### src/rtl/psg_bus_responder_if.sv
// Bus-side pins of the YM2149/AY-3-8910 register interface (BC2 tied high).
interface psg_bus_responder_if;
    logic       I_BDIR;
    logic       I_BC1;
    logic [7:0] I_DI;
    logic [7:0] O_DO;
    logic       O_DO_oe;

    modport master (output I_BDIR, output I_BC1, output I_DI, input O_DO, input O_DO_oe);
    modport slave  (input I_BDIR, input I_BC1, input I_DI, output O_DO, output O_DO_oe);
endinterface

### src/rtl/psg_bus_responder.sv
// PSG register-file responder: synchronizes and debounces the async BDIR/BC1/DI
// bus, decodes address/write/read commands and holds the 16 masked registers.
module psg_bus_responder #(
    parameter int unsigned STABLE_CYCLES = 4,
    parameter logic [3:0]  CHIP_ADDR     = 4'h0
) (
    input  logic                  I_clk_audio,
    input  logic                  I_reset_n,
    psg_bus_responder_if.slave    bus,
    output logic                  O_wr_stb,
    output logic [3:0]            O_wr_addr,
    output logic [7:0]            O_wr_data,
    output logic                  O_env_restart,
    output logic [127:0]          O_regs
);

    typedef enum logic [1:0] {
        CMD_INACTIVE = 2'b00,
        CMD_READ     = 2'b01,
        CMD_WRITE    = 2'b10,
        CMD_ADDRESS  = 2'b11
    } cmd_e;

    localparam logic [3:0] CNT_STABLE = 4'(STABLE_CYCLES - 1);

    function automatic logic [7:0] reg_mask(input logic [3:0] idx);
        logic [7:0] m;
        case (idx)
            4'd1, 4'd3, 4'd5, 4'd13:   m = 8'h0F;
            4'd6, 4'd8, 4'd9, 4'd10:   m = 8'h1F;
            default:                   m = 8'hFF;
        endcase
        return m;
    endfunction

    logic [9:0]       sync1_q, sync1_d;
    logic [9:0]       sync2_q, sync2_d;
    logic [9:0]       prev_q, prev_d;
    logic [3:0]       cnt_q, cnt_d;
    logic [9:0]       last_q, last_d;
    logic [3:0]       addr_q, addr_d;
    logic             selected_q, selected_d;
    logic [15:0][7:0] regs_q, regs_d;
    logic             do_oe_q, do_oe_d;
    logic             wr_stb_q, wr_stb_d;
    logic [3:0]       wr_addr_q, wr_addr_d;
    logic [7:0]       wr_data_q, wr_data_d;
    logic             env_q, env_d;

    logic             same;
    logic             accept;
    cmd_e             cmd;
    logic [7:0]       di;
    logic [7:0]       masked;

    always_comb begin
        sync1_d    = {bus.I_BDIR, bus.I_BC1, bus.I_DI};
        sync2_d    = sync1_q;
        prev_d     = sync2_q;
        cmd        = cmd_e'(sync2_q[9:8]);
        di         = sync2_q[7:0];
        masked     = di & reg_mask(addr_q);
        same       = (sync2_q == prev_q);

        // Counter saturates at the threshold; the last-tuple compare keeps a
        // held tuple from being accepted again on every following cycle.
        cnt_d = 4'd0;
        if (same) cnt_d = (cnt_q == CNT_STABLE) ? cnt_q : cnt_q + 4'd1;
        accept = same && (cnt_q == CNT_STABLE) && (sync2_q != last_q);

        last_d     = last_q;
        addr_d     = addr_q;
        selected_d = selected_q;
        regs_d     = regs_q;
        wr_stb_d   = 1'b0;
        env_d      = 1'b0;
        wr_addr_d  = wr_addr_q;
        wr_data_d  = wr_data_q;
        do_oe_d    = (cmd == CMD_READ) ? do_oe_q : 1'b0;

        if (accept) begin
            last_d = sync2_q;
            case (cmd)
                CMD_ADDRESS: begin
                    if (di[7:4] == CHIP_ADDR) begin
                        addr_d     = di[3:0];
                        selected_d = 1'b1;
                    end else begin
                        selected_d = 1'b0;
                    end
                end
                CMD_WRITE: begin
                    if (selected_q) begin
                        regs_d[addr_q] = masked;
                        wr_stb_d       = 1'b1;
                        wr_addr_d      = addr_q;
                        wr_data_d      = masked;
                        env_d          = (addr_q == 4'd13);
                    end
                end
                CMD_READ: begin
                    if (selected_q) do_oe_d = 1'b1;
                end
                default: ;
            endcase
        end
    end

    always_ff @(posedge I_clk_audio) begin
        if (!I_reset_n) begin
            sync1_q    <= '0;
            sync2_q    <= '0;
            prev_q     <= '0;
            cnt_q      <= '0;
            last_q     <= {CMD_INACTIVE, 8'h00};
            addr_q     <= '0;
            selected_q <= 1'b1;
            regs_q     <= '0;
            do_oe_q    <= 1'b0;
            wr_stb_q   <= 1'b0;
            wr_addr_q  <= '0;
            wr_data_q  <= '0;
            env_q      <= 1'b0;
        end else begin
            sync1_q    <= sync1_d;
            sync2_q    <= sync2_d;
            prev_q     <= prev_d;
            cnt_q      <= cnt_d;
            last_q     <= last_d;
            addr_q     <= addr_d;
            selected_q <= selected_d;
            regs_q     <= regs_d;
            do_oe_q    <= do_oe_d;
            wr_stb_q   <= wr_stb_d;
            wr_addr_q  <= wr_addr_d;
            wr_data_q  <= wr_data_d;
            env_q      <= env_d;
        end
    end

    assign bus.O_DO    = regs_q[addr_q];
    assign bus.O_DO_oe = do_oe_q;
    assign O_wr_stb      = wr_stb_q;
    assign O_wr_addr     = wr_addr_q;
    assign O_wr_data     = wr_data_q;
    assign O_env_restart = env_q;
    assign O_regs        = regs_q;

endmodule

### src/flat_wrapper.sv
// flat-port wrapper written by rule: the top's interface ports become plain ports
module psg_bus_responder_flat 
#(
    parameter int unsigned STABLE_CYCLES = 4,
    parameter logic [3:0]  CHIP_ADDR     = 4'h0
)
  (I_clk_audio, I_reset_n, O_wr_stb, O_wr_addr, O_wr_data, O_env_restart, O_regs, bus_I_BDIR, bus_I_BC1, bus_I_DI, bus_O_DO, bus_O_DO_oe);
  psg_bus_responder_if bus_i ();
  input  logic I_clk_audio;
  input  logic I_reset_n;
  output logic O_wr_stb;
  output logic [3:0] O_wr_addr;
  output logic [7:0] O_wr_data;
  output logic O_env_restart;
  output logic [127:0] O_regs;
  input wire logic [$bits(bus_i.I_BDIR)-1:0] bus_I_BDIR;
  input wire logic [$bits(bus_i.I_BC1)-1:0] bus_I_BC1;
  input wire logic [$bits(bus_i.I_DI)-1:0] bus_I_DI;
  output wire logic [$bits(bus_i.O_DO)-1:0] bus_O_DO;
  output wire logic [$bits(bus_i.O_DO_oe)-1:0] bus_O_DO_oe;
  assign bus_i.I_BDIR = bus_I_BDIR;
  assign bus_i.I_BC1 = bus_I_BC1;
  assign bus_i.I_DI = bus_I_DI;
  assign bus_O_DO = bus_i.O_DO;
  assign bus_O_DO_oe = bus_i.O_DO_oe;
  psg_bus_responder #(.STABLE_CYCLES(STABLE_CYCLES), .CHIP_ADDR(CHIP_ADDR)) u_core (.I_clk_audio(I_clk_audio), .I_reset_n(I_reset_n), .bus(bus_i), .O_wr_stb(O_wr_stb), .O_wr_addr(O_wr_addr), .O_wr_data(O_wr_data), .O_env_restart(O_env_restart), .O_regs(O_regs));
endmodule
### config.mk
export PLATFORM = sky130hd
export DESIGN_NAME = psg_bus_responder_flat
export DESIGN_NICKNAME = d
export VERILOG_FILES = /design/src/rtl/psg_bus_responder_if.sv /design/src/rtl/psg_bus_responder.sv /design/src/flat_wrapper.sv
export SDC_FILE = /design/constraint.sdc
export NUM_CORES = 1
export LEC_CHECK = 0
export ABC_AREA = 0
export CORE_MARGIN = 2
export CORE_UTILIZATION = 46
export DETAILED_ROUTE_END_ITERATION = 7
export PLACE_DENSITY = 0.87
export SLEW_MARGIN = 20
export SYNTH_ARGS = -nofsm -noshare
export SYNTH_HDL_FRONTEND = slang
export SYNTH_SLANG_ARGS = --single-unit
### constraint.sdc
create_clock -name I_clk_audio -period 2.7 [get_ports I_clk_audio]
set_input_delay 0.675 -clock I_clk_audio [delete_from_list [all_inputs] [get_ports I_clk_audio]]
set_output_delay 0.675 -clock I_clk_audio [all_outputs]
set_load 0.03 [all_outputs]
==> impl_metrics.py, run 1 <==
metrics = {
    "status": {
        "status": "finished, violations left",
        "violations": "negative setup slack",
    },
    "sta": {
        "fin_hold_ws_ps": 431.1,
        "skew_ps": 15.04,
        "max_freq_ghz": 0.3315,
        "drv_slew": 0,
        "rsz0062_at_grt": "true",
        "slew_headroom_pct": 44.63,
        "fin_crit_ps": 3017,
        "worstMarginPinSlew_ps": 828.5,
        "period_share_pct": 111.7,
        "setup_viol": 9,
        "hold_violations": 0,
        "worst_slack_ps": -316.7,
    },
    "placed_design": {
        "place.port_buffers": 162,
        "dpl_cell_area_um2": 9747,
        "pre_cts_ws_ps": -204.2,
        "gp_congestion": 0.8586,
        "hpwl_mm": 16.25,
    },
    "logic_synthesis": {
        "synth_edf_count": 0,
        "ys.flop_type": "dfxtp_1",
        "synth-adder-area-share_pct": 0.3211,
        "ys_ff_latch": 194,
        "synthSimpleGateAreaFrac_pct": 19.04,
        "synth_fp_nets": 782,
        "syn_area_um2": 7792,
        "synth_compound_area_share_pct": 9.457,
        "synth_top_family_by_area": "simple AND/OR/NAND/NOR gates",
        "yosysWarnings": 0,
        "async_flop_share_pct": 0,
        "synth.distinct_cells": 37,
        "ys_seq_area_share_pct": 49.84,
        "postSynthAreaPerCell_um2": 10.15,
        "synthCells": 768,
        "synth_xor_area_share_pct": 2.585,
        "synthMuxAreaShare_pct": 14.26,
    },
    "worst_hold_path": {
        "worstHoldEndpoint": "u_core.prev_d[7]$_SDFF_PN0_",
        "hp-start": "u_core.sync1_q[7]$_SDFF_PN0_",
        "hp-class": "reg -> reg",
        "min_path_cells": 1,
    },
    "grt": {
        "grt_max_degree": 85,
        "antenna_found_initial": 0,
        "grt_usage_pct": 27.44,
        "gr-total-overflow": 0,
        "grt_pass1_wl_mm": 37.85,
        "first_global_vias": 6675,
    },
    "critical_path": {
        "reg2regPathDepth": 13,
        "crit_fanout": 8,
        "crit_arrival_ps": 2340,
        "worstSetupPathType": "reg -> out",
        "critPathCaptureType": "primary output",
        "worstPathRequired_ps": 2030,
        "cp-start-kind": "register",
        "r2r_setup_slack_ps": -60,
        "reg2reg_from": "u_core.cnt_q[0]$_SDFFE_PN0P_",
    },
    "final_layout": {
        "synthToLayoutAreaGrowth_pct": 36.14,
        "fillCellCount": 1213,
        "final_cell_area_um2": 10610,
        "regArea_um2": 3900,
        "multi_input_area_um2": 3620,
        "layout-drive-gt1-share_pct": 16.88,
        "diodes": 0,
        "nets": 949,
        "utilization_pct": 63.97,
    },
    "floorplanning": {
        "ios": 163,
        "die_area_um2": 18000,
        "start_util_pct": 46.99,
        "die_h_um": 134.2,
        "core_area_um2": 16580,
        "row_count": 47,
        "die_x_um": 134.2,
    },
    "cts": {
        "cts_made_buffers": 17,
        "cts_hold_buf": 0,
        "cts-root-buf": "clkbuf_16",
        "cts.sink_count": 194,
        "insertion_delay_ps": 450,
        "cts.clk_slew.worst_paths_ps": 70,
        "clk_path_buf_depth": 2,
        "htree_num_levels": 4,
        "cts_tree": "yes",
    },
    "detailed_routing": {
        "drt-total-wl_mm": 25.65,
        "drc": 0,
        "routed_via_density": 6.164,
        "wl_per_cell_um": 21.96,
        "vias": 7200,
        "ant_nets": 0,
        "drt_first_pass_iters": 7,
        "first_iter_violations": 1018,
    },
    "flow_run": {
        "maxCapViolations": 0,
    },
    "power": {
        "p_leak_nw": 3.730,
        "pwr-share-seq_pct": 51.5,
        "switching_share_pct": 22.45,
        "ir_worst_vdd_mv": 0.5154,
        "p_sw_w": 0.001262,
        "p_per_area_nw_per_um2": 530.0,
        "p_int_w": 0.004360,
        "p_comb_share_pct": 3.3,
        "clkPwrFrac_pct": 45.2,
    },
}
==> cells by family (layout without fill, tap and decap cells) <==
| family | after synthesis | after routing |
|---|---|---|
| DFF | 194 | 194 |
| adders and majority gates | 2 | 2 |
| xor gates and xnor gates | 23 | 23 |
| and+or+nand+nor | 261 | 261 |
| AOI/OAI and AO/OA | 145 | 145 |
| muxes | 61 | 61 |
| buffers and inverters | 82 | 262 |
==> layout make-up <==
| class | count | area share, % |
|---|---|---|
| well taps | 220 | 2.595 |
| multi-input cells | 492 | 34.12 |
| inverters | 12 | 0.4246 |
| clock inverters | 11 | 1.227 |
| clock buffers | 21 | 4.340 |
| flip-flops and latches | 194 | 36.76 |
| repair buffers | 218 | 20.53 |
==> power by group through the flow <==
stage | Combinational (W) | Clock [W] | Sequential [W]
global route | 0.000199 | 0.00266 | 0.00289
floorplan | 0.000121 | 0 | 0.00295
global placement | 0.000168 | 0 | 0.00296
detailed placement | 0.000172 | 0 | 0.00296
finish | 0.000186 | 0.00254 | 0.00289
CTS | 0.000174 | 0.00252 | 0.00289
==> per-stage QoR <==
stage	setup TNS [ps]	total power, W	std cells
after floorplan	0	0.003072	768
after detailed placement	-1359	0.003131	1118
after global placement	-1222	0.003126	1118
after global routing	-2700	0.005754	1168
final	-2419	0.005623	1168
after CTS	-1899	0.005591	1158
==> per-layer routing <==
metal	vias to the layer above	wire [µm]	GRT usage, %
met5	-	0	0
met4	0	1247	12.16
met3	110	2972	7.634
met2	545	11970	43.39
met1	3443	9461	35.33
li1	3102	-	-
==> critical path: stages, from the launching register on <==
cell and delay, ps:
dfxtp_4 420, buf_12 150, buf_8 110, mux4_2 510, mux4_2 540, buf_6 170
==> layout by cell type, fill, tap and decap left out, drive strengths merged, types with 7 or more instances in the layout <==
| cell type | count |
|---|---|
| nor2 | 23 |
| and2 | 23 |
| xnor2 | 12 |
| xor2 | 11 |
| clkbuf | 22 |
| clkdlybuf4s50 | 153 |
| mux4 | 40 |
| inv | 13 |
| nand2 | 35 |
| a21oi | 7 |
| o21ai | 133 |
| buf | 64 |
| nand4 | 20 |
| dfxtp | 194 |
| nand3 | 140 |
| mux2i | 21 |
==> synth_stat cells, types with 3 or more instances <==
master / instances / share of area, %
nor4_1: 4 / 0.32
o21ai_0: 125 / 8.0
nand3_1: 140 / 9.0
nand4_1: 11 / 0.88
nor2_1: 23 / 1.1
mux2i_1: 21 / 2.7
nand4_4: 9 / 2.5
xnor2_1: 12 / 1.3
xor2_1: 11 / 1.2
dfxtp_1: 194 / 50
inv_1: 12 / 0.58
and2_1: 23 / 1.8
mux4_2: 40 / 12
buf_6: 3 / 0.43
buf_2: 10 / 0.64
nand2b_1: 3 / 0.24
buf_1: 12 / 0.58
a21oi_1: 7 / 0.45
nand2_1: 34 / 1.6
o21ai_1: 8 / 0.51
clkbuf_1: 43 / 2.1
nor2b_1: 4 / 0.32
==> state kept, by name, indices dropped and copies added (netlist names), named ones only <==
signal / flops
u_core.O_regs: 128
u_core.O_wr_stb: 1
u_core.O_env_restart: 1
u_core.selected_q: 1
u_core.sync1_q: 10
u_core.prev_q: 10
u_core.O_wr_data: 8
u_core.cnt_q: 4
u_core.last_q: 10
u_core.bus.O_DO_oe: 1
u_core.O_wr_addr: 4
u_core.addr_q: 4
u_core.prev_d: 10
==> what timing repair did <==
action,CTS,global route
pin swaps,0,6
resized for setup,56,17
buffers inserted,6,11
setup endpoints to repair,8,16
gates cloned,2,1
==> worst max-delay path by stage <==
stage,start,endpoint,slack (ps)
global route,u_core.addr_q[0]$_SDFFE_PN0N_,bus_O_DO[0],-340
floorplan,u_core.prev_d[1]$_SDFF_PN0_,register,30
global placement,u_core.addr_q[0]$_SDFFE_PN0N_,bus_O_DO[2],-180
detailed placement,u_core.addr_q[0]$_SDFFE_PN0N_,bus_O_DO[3],-200
CTS,u_core.addr_q[0]$_SDFFE_PN0N_,bus_O_DO[5],-300
finish,u_core.addr_q[0]$_SDFFE_PN0N_,bus_O_DO[0],-320
(Power assumes the default switching activity.)
==> inputs of run 2 (changes only) <==
--- a/config.mk
+++ b/config.mk
@@ -10,7 +10,7 @@
 export CORE_UTILIZATION = 46
 export DETAILED_ROUTE_END_ITERATION = 7
 export PLACE_DENSITY = 0.87
-export SLEW_MARGIN = 20
+export SLEW_MARGIN = 25
 export SYNTH_ARGS = -nofsm -noshare
 export SYNTH_HDL_FRONTEND = slang
 export SYNTH_SLANG_ARGS = --single-unit
==> results of run 2 <==
The final DEF is identical to that of run 1; final timing and power are the same.
